`src/rtl/reg_wb_if.sv`:
```
`default_nettype none
// ============================================================================
//  Module      : reg_wb_if
//  Description : Bundle of the M-to-W pipeline signals for the write-back
//                register stage.
//                master : drives the M-stage request and W-stage control,
//                         observes the W-stage results.
//                slave  : the reg_wb stage itself.
//  Parameters  : XLEN - datapath width (32 or 64)
//                RD_W - destination register index width
//  Revision    : 1.0 - initial release
// ============================================================================
interface reg_wb_if #(
  parameter int XLEN = 64,
  parameter int RD_W = 5
);
  // W-stage pipeline control
  logic            stall_W;
  logic            flush_W;
  // M-stage request
  logic            valid_M;
  logic [XLEN-1:0] alu_out_M;
  logic [XLEN-1:0] ld_data_M;
  logic [2:0]      ld_funct3_M;
  logic            wb_sel_M;
  logic [RD_W-1:0] rd_M;
  logic            reg_we_M;
  // W-stage results
  logic            valid_W;
  logic [XLEN-1:0] wb_data_W;
  logic [RD_W-1:0] rd_W;
  logic            reg_we_W;
  logic [63:0]     instret_W;

  modport master (
    output stall_W, flush_W, valid_M, alu_out_M, ld_data_M, ld_funct3_M,
           wb_sel_M, rd_M, reg_we_M,
    input  valid_W, wb_data_W, rd_W, reg_we_W, instret_W
  );

  modport slave (
    input  stall_W, flush_W, valid_M, alu_out_M, ld_data_M, ld_funct3_M,
           wb_sel_M, rd_M, reg_we_M,
    output valid_W, wb_data_W, rd_W, reg_we_W, instret_W
  );
endinterface
`default_nettype wire

```
`src/rtl/reg_wb.sv`:
```
`default_nettype none
// ============================================================================
//  Module      : reg_wb
//  Description : M-to-W pipeline register. Selects ALU result or extended
//                load data, suppresses x0 writes, supports stall and flush
//                (flush wins), and optionally counts retired instructions.
//  Ports       : clk  - clock, all state updates on rising edge
//                rst  - synchronous active-high reset
//                bus  - reg_wb_if.slave (M-stage inputs, W-stage outputs)
//  Parameters  : XLEN (32 or 64), RD_W
//  Macro       : REG_WB_INSTRET_EN - when defined, instret_W is a 64-bit
//                retired-instruction counter; otherwise it is constant 0.
//  Revision    : 1.0 - initial release
// ============================================================================
module reg_wb #(
  parameter int XLEN = 64,
  parameter int RD_W = 5
) (
  input  logic     clk,
  input  logic     rst,
  reg_wb_if.slave  bus
);

  // Load funct3 encodings
  localparam logic [2:0] c_LB  = 3'b000;
  localparam logic [2:0] c_LH  = 3'b001;
  localparam logic [2:0] c_LW  = 3'b010;
  localparam logic [2:0] c_LD  = 3'b011;
  localparam logic [2:0] c_LBU = 3'b100;
  localparam logic [2:0] c_LHU = 3'b101;
  localparam logic [2:0] c_LWU = 3'b110;

  logic [XLEN-1:0] ld_ext;

  // --------------------------------------------------------------------------
  // Load data extension. RV32 has no LD/LWU, and LW is already full width.
  // --------------------------------------------------------------------------
  generate
    if (XLEN == 64) begin : g_ext64
      always_comb begin
        ld_ext = '0;
        case (bus.ld_funct3_M)
          c_LB:    ld_ext = {{(XLEN-8){bus.ld_data_M[7]}},   bus.ld_data_M[7:0]};
          c_LH:    ld_ext = {{(XLEN-16){bus.ld_data_M[15]}}, bus.ld_data_M[15:0]};
          c_LW:    ld_ext = {{(XLEN-32){bus.ld_data_M[31]}}, bus.ld_data_M[31:0]};
          c_LD:    ld_ext = bus.ld_data_M;
          c_LBU:   ld_ext = {{(XLEN-8){1'b0}},  bus.ld_data_M[7:0]};
          c_LHU:   ld_ext = {{(XLEN-16){1'b0}}, bus.ld_data_M[15:0]};
          c_LWU:   ld_ext = {{(XLEN-32){1'b0}}, bus.ld_data_M[31:0]};
          default: ld_ext = '0;
        endcase
      end
    end else begin : g_ext32
      always_comb begin
        ld_ext = '0;
        case (bus.ld_funct3_M)
          c_LB:    ld_ext = {{(XLEN-8){bus.ld_data_M[7]}},   bus.ld_data_M[7:0]};
          c_LH:    ld_ext = {{(XLEN-16){bus.ld_data_M[15]}}, bus.ld_data_M[15:0]};
          c_LW:    ld_ext = bus.ld_data_M;
          c_LBU:   ld_ext = {{(XLEN-8){1'b0}},  bus.ld_data_M[7:0]};
          c_LHU:   ld_ext = {{(XLEN-16){1'b0}}, bus.ld_data_M[15:0]};
          default: ld_ext = '0;
        endcase
      end
    end
  endgenerate

  // --------------------------------------------------------------------------
  // W-stage registers
  // --------------------------------------------------------------------------
  logic            valid_q,   valid_d;
  logic [XLEN-1:0] wb_data_q, wb_data_d;
  logic [RD_W-1:0] rd_q,      rd_d;
  logic            reg_we_q,  reg_we_d;

  always_comb begin
    valid_d   = valid_q;
    wb_data_d = wb_data_q;
    rd_d      = rd_q;
    reg_we_d  = reg_we_q;
    if (bus.flush_W) begin
      // Flush has priority over stall: the stage becomes an empty bubble.
      valid_d   = 1'b0;
      wb_data_d = '0;
      rd_d      = '0;
      reg_we_d  = 1'b0;
    end else if (!bus.stall_W) begin
      valid_d   = bus.valid_M;
      wb_data_d = bus.wb_sel_M ? ld_ext : bus.alu_out_M;
      rd_d      = bus.rd_M;
      // x0 is hardwired zero; never raise a write for it or for a bubble.
      reg_we_d  = bus.reg_we_M & bus.valid_M & (bus.rd_M != '0);
    end
  end

  always_ff @(posedge clk) begin
    if (rst) begin
      valid_q   <= 1'b0;
      wb_data_q <= '0;
      rd_q      <= '0;
      reg_we_q  <= 1'b0;
    end else begin
      valid_q   <= valid_d;
      wb_data_q <= wb_data_d;
      rd_q      <= rd_d;
      reg_we_q  <= reg_we_d;
    end
  end

  assign bus.valid_W   = valid_q;
  assign bus.wb_data_W = wb_data_q;
  assign bus.rd_W      = rd_q;
  assign bus.reg_we_W  = reg_we_q;

  // --------------------------------------------------------------------------
  // Retired-instruction counter
  // --------------------------------------------------------------------------
`ifdef REG_WB_INSTRET_EN
  logic        capture;
  logic [63:0] instret_q, instret_d;

  assign capture = ~bus.flush_W & ~bus.stall_W;

  always_comb begin
    instret_d = instret_q;
    // Natural 64-bit wrap from all-ones back to zero.
    if (capture && bus.valid_M) begin
      instret_d = instret_q + 64'd1;
    end
  end

  always_ff @(posedge clk) begin
    if (rst) begin
      instret_q <= '0;
    end else begin
      instret_q <= instret_d;
    end
  end

  assign bus.instret_W = instret_q;
`else
  assign bus.instret_W = '0;
`endif

endmodule
`default_nettype wire

```
`src/flat_wrapper.sv`:
```
// flat-port wrapper written by rule: the top's interface ports become plain ports
module reg_wb_flat 
#(
  parameter int XLEN = 64,
  parameter int RD_W = 5
)
  (clk, rst, bus_stall_W, bus_flush_W, bus_valid_M, bus_alu_out_M, bus_ld_data_M, bus_ld_funct3_M, bus_wb_sel_M, bus_rd_M, bus_reg_we_M, bus_valid_W, bus_wb_data_W, bus_rd_W, bus_reg_we_W, bus_instret_W);
  reg_wb_if #(.XLEN(XLEN), .RD_W(RD_W)) bus_i ();
  input  logic clk;
  input  logic rst;
  input wire logic [$bits(bus_i.stall_W)-1:0] bus_stall_W;
  input wire logic [$bits(bus_i.flush_W)-1:0] bus_flush_W;
  input wire logic [$bits(bus_i.valid_M)-1:0] bus_valid_M;
  input wire logic [$bits(bus_i.alu_out_M)-1:0] bus_alu_out_M;
  input wire logic [$bits(bus_i.ld_data_M)-1:0] bus_ld_data_M;
  input wire logic [$bits(bus_i.ld_funct3_M)-1:0] bus_ld_funct3_M;
  input wire logic [$bits(bus_i.wb_sel_M)-1:0] bus_wb_sel_M;
  input wire logic [$bits(bus_i.rd_M)-1:0] bus_rd_M;
  input wire logic [$bits(bus_i.reg_we_M)-1:0] bus_reg_we_M;
  output wire logic [$bits(bus_i.valid_W)-1:0] bus_valid_W;
  output wire logic [$bits(bus_i.wb_data_W)-1:0] bus_wb_data_W;
  output wire logic [$bits(bus_i.rd_W)-1:0] bus_rd_W;
  output wire logic [$bits(bus_i.reg_we_W)-1:0] bus_reg_we_W;
  output wire logic [$bits(bus_i.instret_W)-1:0] bus_instret_W;
  assign bus_i.stall_W = bus_stall_W;
  assign bus_i.flush_W = bus_flush_W;
  assign bus_i.valid_M = bus_valid_M;
  assign bus_i.alu_out_M = bus_alu_out_M;
  assign bus_i.ld_data_M = bus_ld_data_M;
  assign bus_i.ld_funct3_M = bus_ld_funct3_M;
  assign bus_i.wb_sel_M = bus_wb_sel_M;
  assign bus_i.rd_M = bus_rd_M;
  assign bus_i.reg_we_M = bus_reg_we_M;
  assign bus_valid_W = bus_i.valid_W;
  assign bus_wb_data_W = bus_i.wb_data_W;
  assign bus_rd_W = bus_i.rd_W;
  assign bus_reg_we_W = bus_i.reg_we_W;
  assign bus_instret_W = bus_i.instret_W;
  reg_wb #(.XLEN(XLEN), .RD_W(RD_W)) u_core (.clk(clk), .rst(rst), .bus(bus_i));
endmodule
```
`config.mk`:
```
export PLATFORM = sky130hd
export DESIGN_NAME = reg_wb_flat
export DESIGN_NICKNAME = d
export VERILOG_FILES = /design/src/rtl/reg_wb_if.sv /design/src/rtl/reg_wb.sv /design/src/flat_wrapper.sv
export SDC_FILE = /design/constraint.sdc
export NUM_CORES = 1
export LEC_CHECK = 0
export ABC_CLOCK_PERIOD_IN_PS = 1600
export CORE_ASPECT_RATIO = 0.8
export CORE_MARGIN = 2
export CORE_UTILIZATION = 33
export CTS_CLUSTER_SIZE = 12
export DETAILED_ROUTE_END_ITERATION = 6
export PLACE_DENSITY = 0.76
export SLEW_MARGIN = 25
export SYNTH_ARGS = -nofsm -noshare
export SYNTH_HDL_FRONTEND = slang
export SYNTH_SLANG_ARGS = --single-unit
export TNS_END_PERCENT = 10
```
`constraint.sdc`:
```
create_clock -name clk -period 1.6 [get_ports clk]
set_clock_uncertainty 0.2 [all_clocks]
set_input_delay 0.32 -clock clk [delete_from_list [all_inputs] [get_ports clk]]
set_output_delay 0.32 -clock clk [all_outputs]
set_load 0.01 [all_outputs]
```
# After elaboration in Yosys (flattened, before gate mapping)
# Index checks and enable logic that the tools add are counted.
[totals] out_inout_bits=135 inputBits=143 word_cells=17 reg_bits=71
[classes] n_eq_ne=6 reduce_logical=3 n_bitwise=2 muxes=2
[op_table] cell="one-hot mux 64 bit (7 select lines)" count=1
[op_table] cell="two-way mux 64 bit" count=1
[op_table] cell="== test 3 bit, second input constant" count=3
[op_table] cell="== test 3 x 2 -> 1 bit, second input constant" count=2
[op_table] cell="nonzero test 5 bit" count=1
[op_table] cell="== test 3 x 1 -> 1 bit, second input constant" count=1
[op_table] cell="zero test 3 bit" count=1
[op_table] cell="bitwise AND 1 bit" count=2
[op_table] cell="OR reduction 2 bit" count=1

# Longest topological paths before layout
[logic_depth] ltp_word=3 depth_mapped=6 depth_no_buf=3

# Least setup slack after synthesis
# No wires, ideal clock.
[synth_timing] path_type="input to register" startpoint="in bus_ld_funct3_M[0]" endpoint="reg u_core.wb_data_q[23] (netlist: u_core.bus.wb_data_W[23])" t_required_ps=1272 n_path_buf=2 cell_stages=5 setup_ps=128 t_arrival_ps=1306 slack_ps=-34 path_cell_list="buf_2 > mux2_2 > buf_4 > a22oi_1 > a211oi_2"
[synth_between] elab_chain_len=3 elab_cells_between_ends=9 classes_between="eq/ne: 6; mux: 2; reduce/logical: 1"
[synth_rtl] element="start, declared" line="flat_wrapper.sv:16" text="input wire logic [$bits(bus_i.ld_funct3_M)-1:0] bus_ld_funct3_M;"
[synth_rtl] element="== test 3 bit, or another cell as far along" line="reg_wb.sv:42" text="case (bus.ld_funct3_M)"
[synth_rtl] element="one-hot mux 64 bit (7 select lines) *" line="reg_wb.sv:42"
[synth_rtl] element="two-way mux 64 bit *" line="reg_wb.sv:89" text="wb_data_d = bus.wb_sel_M ? ld_ext : bus.alu_out_M;"
[synth_rtl] element="end signal, assigned" line="reg_wb.sv:104" text="wb_data_q <= wb_data_d;"
[synth_rtl] element="end, declared" line="reg_wb.sv:72" text="logic [XLEN-1:0] wb_data_q, wb_data_d;"
# Every way passes the cells marked *; elsewhere a longest branch is shown, timed or not.
# A chain may end at the register's enable or synchronous reset.

# Worst setup path in the final report
[layout_timing] startpoint="in bus_ld_funct3_M[0]" endpoint="reg u_core.wb_data_q[52] (netlist: u_core.bus.wb_data_W[52])"
# The elaborated chain is that of the path after synthesis.

==> results.txt <==
* Cell area after placement: 6600 sq um
* Top-level port count: 278
* Global Route Usage Sum: 20.5%
* Drt first-iter violations: 312
- The first global-routing pass estimated 23,200 um of wire.
- The number of global-route vias before repair is 4,474.
- Synthesis produced 536 cells.
- Along the worst path, the maximum fanout reaches 8.
- Crit path cell chain: clkdlybuf4s15_2 > and3b_2 > a311oi_4 > buf_6 > buf_12 > buf_16 > a211oi_1
- Summing internal, switching and leakage power gives 5.53 mW.
* Seq cells post-synth: 71
- For this run, asynchronously set or reset flops after synthesis account for 0%.
- Result of the run: completed
- Htree depth: 3
* CTS tree: done
- Number of cells after detailed placement: 912
- Ratio of total power to cell area: 791 nW/um^2
- Entering global routing, the biggest net connects 44 pins.
- The layout has 1,246 filler cells.
- The number of failing hold endpoints at the final stage is 0.
* Total half-perimeter wirelength after legalization and detailed placement: 10,400 um
- Die span in x: 132 um
* Root buffer selected by CTS: sky130_fd_sc_hd__clkbuf_16
* Yosys cell types: 37
- Number of buffers inserted by port buffering: 213
* Critical Path End: u_core.bus.wb_data_W[52]$_SDFFE_PP0N_
- Summing all multi-input logic gate instances after layout gives 2390 sq um.
* Top flip-flop cell by instance count after synthesis: sky130_fd_sc_hd__dfxtp_1
- Ranked by total cell area, the synthesized netlist is headed by sky130_fd_sc_hd__dfxtp_1 33%, sky130_fd_sc_hd__buf_4 12%, sky130_fd_sc_hd__a211oi_1 10%.
* Source of the critical timing path: bus_ld_funct3_M[0]
- STA classifies the critical path startpoint as an input port.
- Detailed-route vias per instance: 4.92
- In this run the standard cell core region covers 12,800 sq um.
* Number of nets with antenna violations after detailed routing: 0
* Hold Crit Depth: 3
- Max-cap violations in this run came to 0.
* Required time at the endpoint of the critical path: 1.61 ns
- After clock tree synthesis, the clock-pin slew on the worst setup and hold paths is 0.06 ns.
- In this run, synthesis inferred 0 flip-flops with an integrated enable.
* Source of the worst register-to-register timing path: u_core.bus.wb_data_W[22]$_SDFFE_PP0N_
- The tightest hold path in the finished design has a slack of 0.210 ns.
- Measured along the y axis, the die boundary spans 106 um.
* Mapped Avg Cell Area: 8.02 sq um
- Element type at the critical path end: flip-flop
* Reg-to-reg slack, setup: 0.68 ns
- Dpl ws: -0.624 ns
* Total number of vias: 4,595
- Ratio of final minimum period to clock period: 98.4%
- Hold repair after CTS inserted 0 buffers.
- Clock latency on the worst-skew pair: 0.32 ns
- The largest single stage delay on the critical path is 0.27 ns.
- Counting I/O delays and the setup requirement, the final critical path takes 1.57 ns.
- Most instantiated cells after synthesis: 71 x sky130_fd_sc_hd__dfxtp_1, 67 x sky130_fd_sc_hd__buf_4, 57 x sky130_fd_sc_hd__a211oi_1, 57 x sky130_fd_sc_hd__a21oi_1, 55 x sky130_fd_sc_hd__o21ai_0
* Cell area after synthesis: 4300 sq um
* Depth of the most critical reg-to-reg path: 2
- The finished layout holds 933 standard cells, fillers aside.
- For this run, the number of Yosys warnings is 0.
- The critical path is of the input port to flip-flop type.
* Total of endpoints with negative setup slack in the final report: 0
- Arrival @ worst endpoint: 1.58 ns
* Layout Utilization: 54.7%
- Die footprint: 14,000 sq um
* Part of the Yosys area used for sequential elements: 33.1%
- Slowest stage cell on the critical path: sky130_fd_sc_hd__a311oi_4
* Buffers from clock root to sink, at most: 2
* Max IR drop VDD: 0.000557 V
* Capture instance of the worst register-to-register path: u_core.bus.wb_data_W[22]$_SDFFE_PP0N_
- The floorplan has 37 rows.
- After detailed routing, the average wire length per cell comes to 15.8 um.
- Register cell area after layout: 1420 sq um
- Effective utilization at floorplan: 33.6%
* Initial antenna violation count: 0
* Final worst-path setup slack: 0.0260 ns
- The final layout contains routed wiring with a total length of 14,700 um.
- In this run, CTS created clock tree buffers numbering 9.
- Static timing analysis puts the maximum clock frequency at 0.635 GHz.
- For the final routed database, the setup TNS stands at 0 ns.
- Area leader, netlist: sky130_fd_sc_hd__dfxtp_1
- The pre-antenna-repair detailed-routing pass consisted of 5 iterations.
- Final slew viol count: 0
- Gpl congestion: 0.783
* # diodes: 0
* Kind of path behind the tightest hold check: input port to flip-flop
- Summing all non-filler instances in the final layout gives an area of 6990 sq um.
- Setup repair after global routing could not meet its margin everywhere.
- After global routing the overflow that remains totals 0.
* Share of Yosys cell area claimed by the top area cell type: 33.1%
- CTS saw 71 sinks.
* Static leakage power: 2.96 nW
- Share of layout cells above drive strength 1: 11.2%
- DRC violations left: 0
- Synthesis-to-finish area growth: 62.6%
- The most common cell in the synthesized netlist is sky130_fd_sc_hd__dfxtp_1.
* Final Net Count: 896
state kept, by name (all words and copies together), names as in the netlist:
signal,flops
u_core.bus.valid_W,1
u_core.bus.wb_data_W,64
u_core.bus.rd_W,5
u_core.bus.reg_we_W,1
cell families (layout without fill, tap and decap cells):
logic type      after synthesis  after routing  share of synthesized area (%)
compound gates              205            205                           31.0
buf+inv                     120            279                           17.5
flops                        71             71                           33.1
mux                           7              7                           1.95
other cells                   1             64                         0.0873
simple gates                132            132                           16.4
metal layers:
metal / global-route usage, % / wire [um] / vias to the layer above
met4: 3.11 / 89 / 0
met3: 6.01 / 1100 / 7
met2: 35.3 / 7110 / 180
met5: 0 / 0 / -
met1: 26.1 / 6430 / 2145
li1: - / - / 2263
layout by cell type, fill, tap and decap left out, types with 13 or more instances in the layout:
cell type,netlist,final
sky130_fd_sc_hd__nor3_1,31,31
sky130_fd_sc_hd__nor2_1,25,24
sky130_fd_sc_hd__conb_1,1,64
sky130_fd_sc_hd__dfxtp_1,71,71
sky130_fd_sc_hd__a21oi_1,57,57
sky130_fd_sc_hd__nand3_1,17,17
sky130_fd_sc_hd__a22oi_1,15,15
sky130_fd_sc_hd__dlygate4sd2_1,0,74
sky130_fd_sc_hd__buf_4,67,31
sky130_fd_sc_hd__buf_12,0,13
sky130_fd_sc_hd__nor2b_1,48,47
sky130_fd_sc_hd__clkdlybuf4s50_1,0,134
sky130_fd_sc_hd__o21ai_0,55,55
sky130_fd_sc_hd__a211oi_1,57,57
worst max-delay path: cells and delay by family:
family	cells	cell delay, ns
compound gates	2	0.33
simple gates	1	0.26
buf+inv	4	0.66
what timing repair did:
item                       in CTS  in global routing
buffers inserted                2                  1
setup endpoints to repair     135                 17
pin swaps                       1                  1
resized for setup              86                  2
gates cloned                    3                  0
worst min-delay path by stage:
stage          slack (ns)                        startpoint                                    end
3_5_place_dp         0.26  u_core.bus.reg_we_W$_SDFFE_PP0N_       u_core.bus.reg_we_W$_SDFFE_PP0N_
5_1_grt              0.20                       bus_stall_W  u_core.bus.wb_data_W[29]$_SDFFE_PP0N_
2_1_floorplan        0.26                       bus_rd_M[0]        u_core.bus.rd_W[0]$_SDFFE_PP0N_
4_1_cts              0.20                       bus_stall_W  u_core.bus.wb_data_W[29]$_SDFFE_PP0N_
6_report             0.21                       bus_stall_W  u_core.bus.wb_data_W[29]$_SDFFE_PP0N_
3_3_place_gp         0.26  u_core.bus.reg_we_W$_SDFFE_PP0N_       u_core.bus.reg_we_W$_SDFFE_PP0N_
power by group:
| part | switching [mW] | internal (mW) |
|---|---|---|
| registers | 0.0342 | 1.84 |
| logic | 0.593 | 0.684 |
| clock network | 0.766 | 1.61 |
area by class of cell:
cell class	instances	share of cell area, %
repair buffers	259	37.1
multi-input cells	408	34.2
inverters	4	0.215
clock inverters	5	1.49
flip-flops and latches	71	20.3
clock buffers	11	3.62
well taps	175	3.13
No activity file was read; power rests on OpenSTA's default activity.
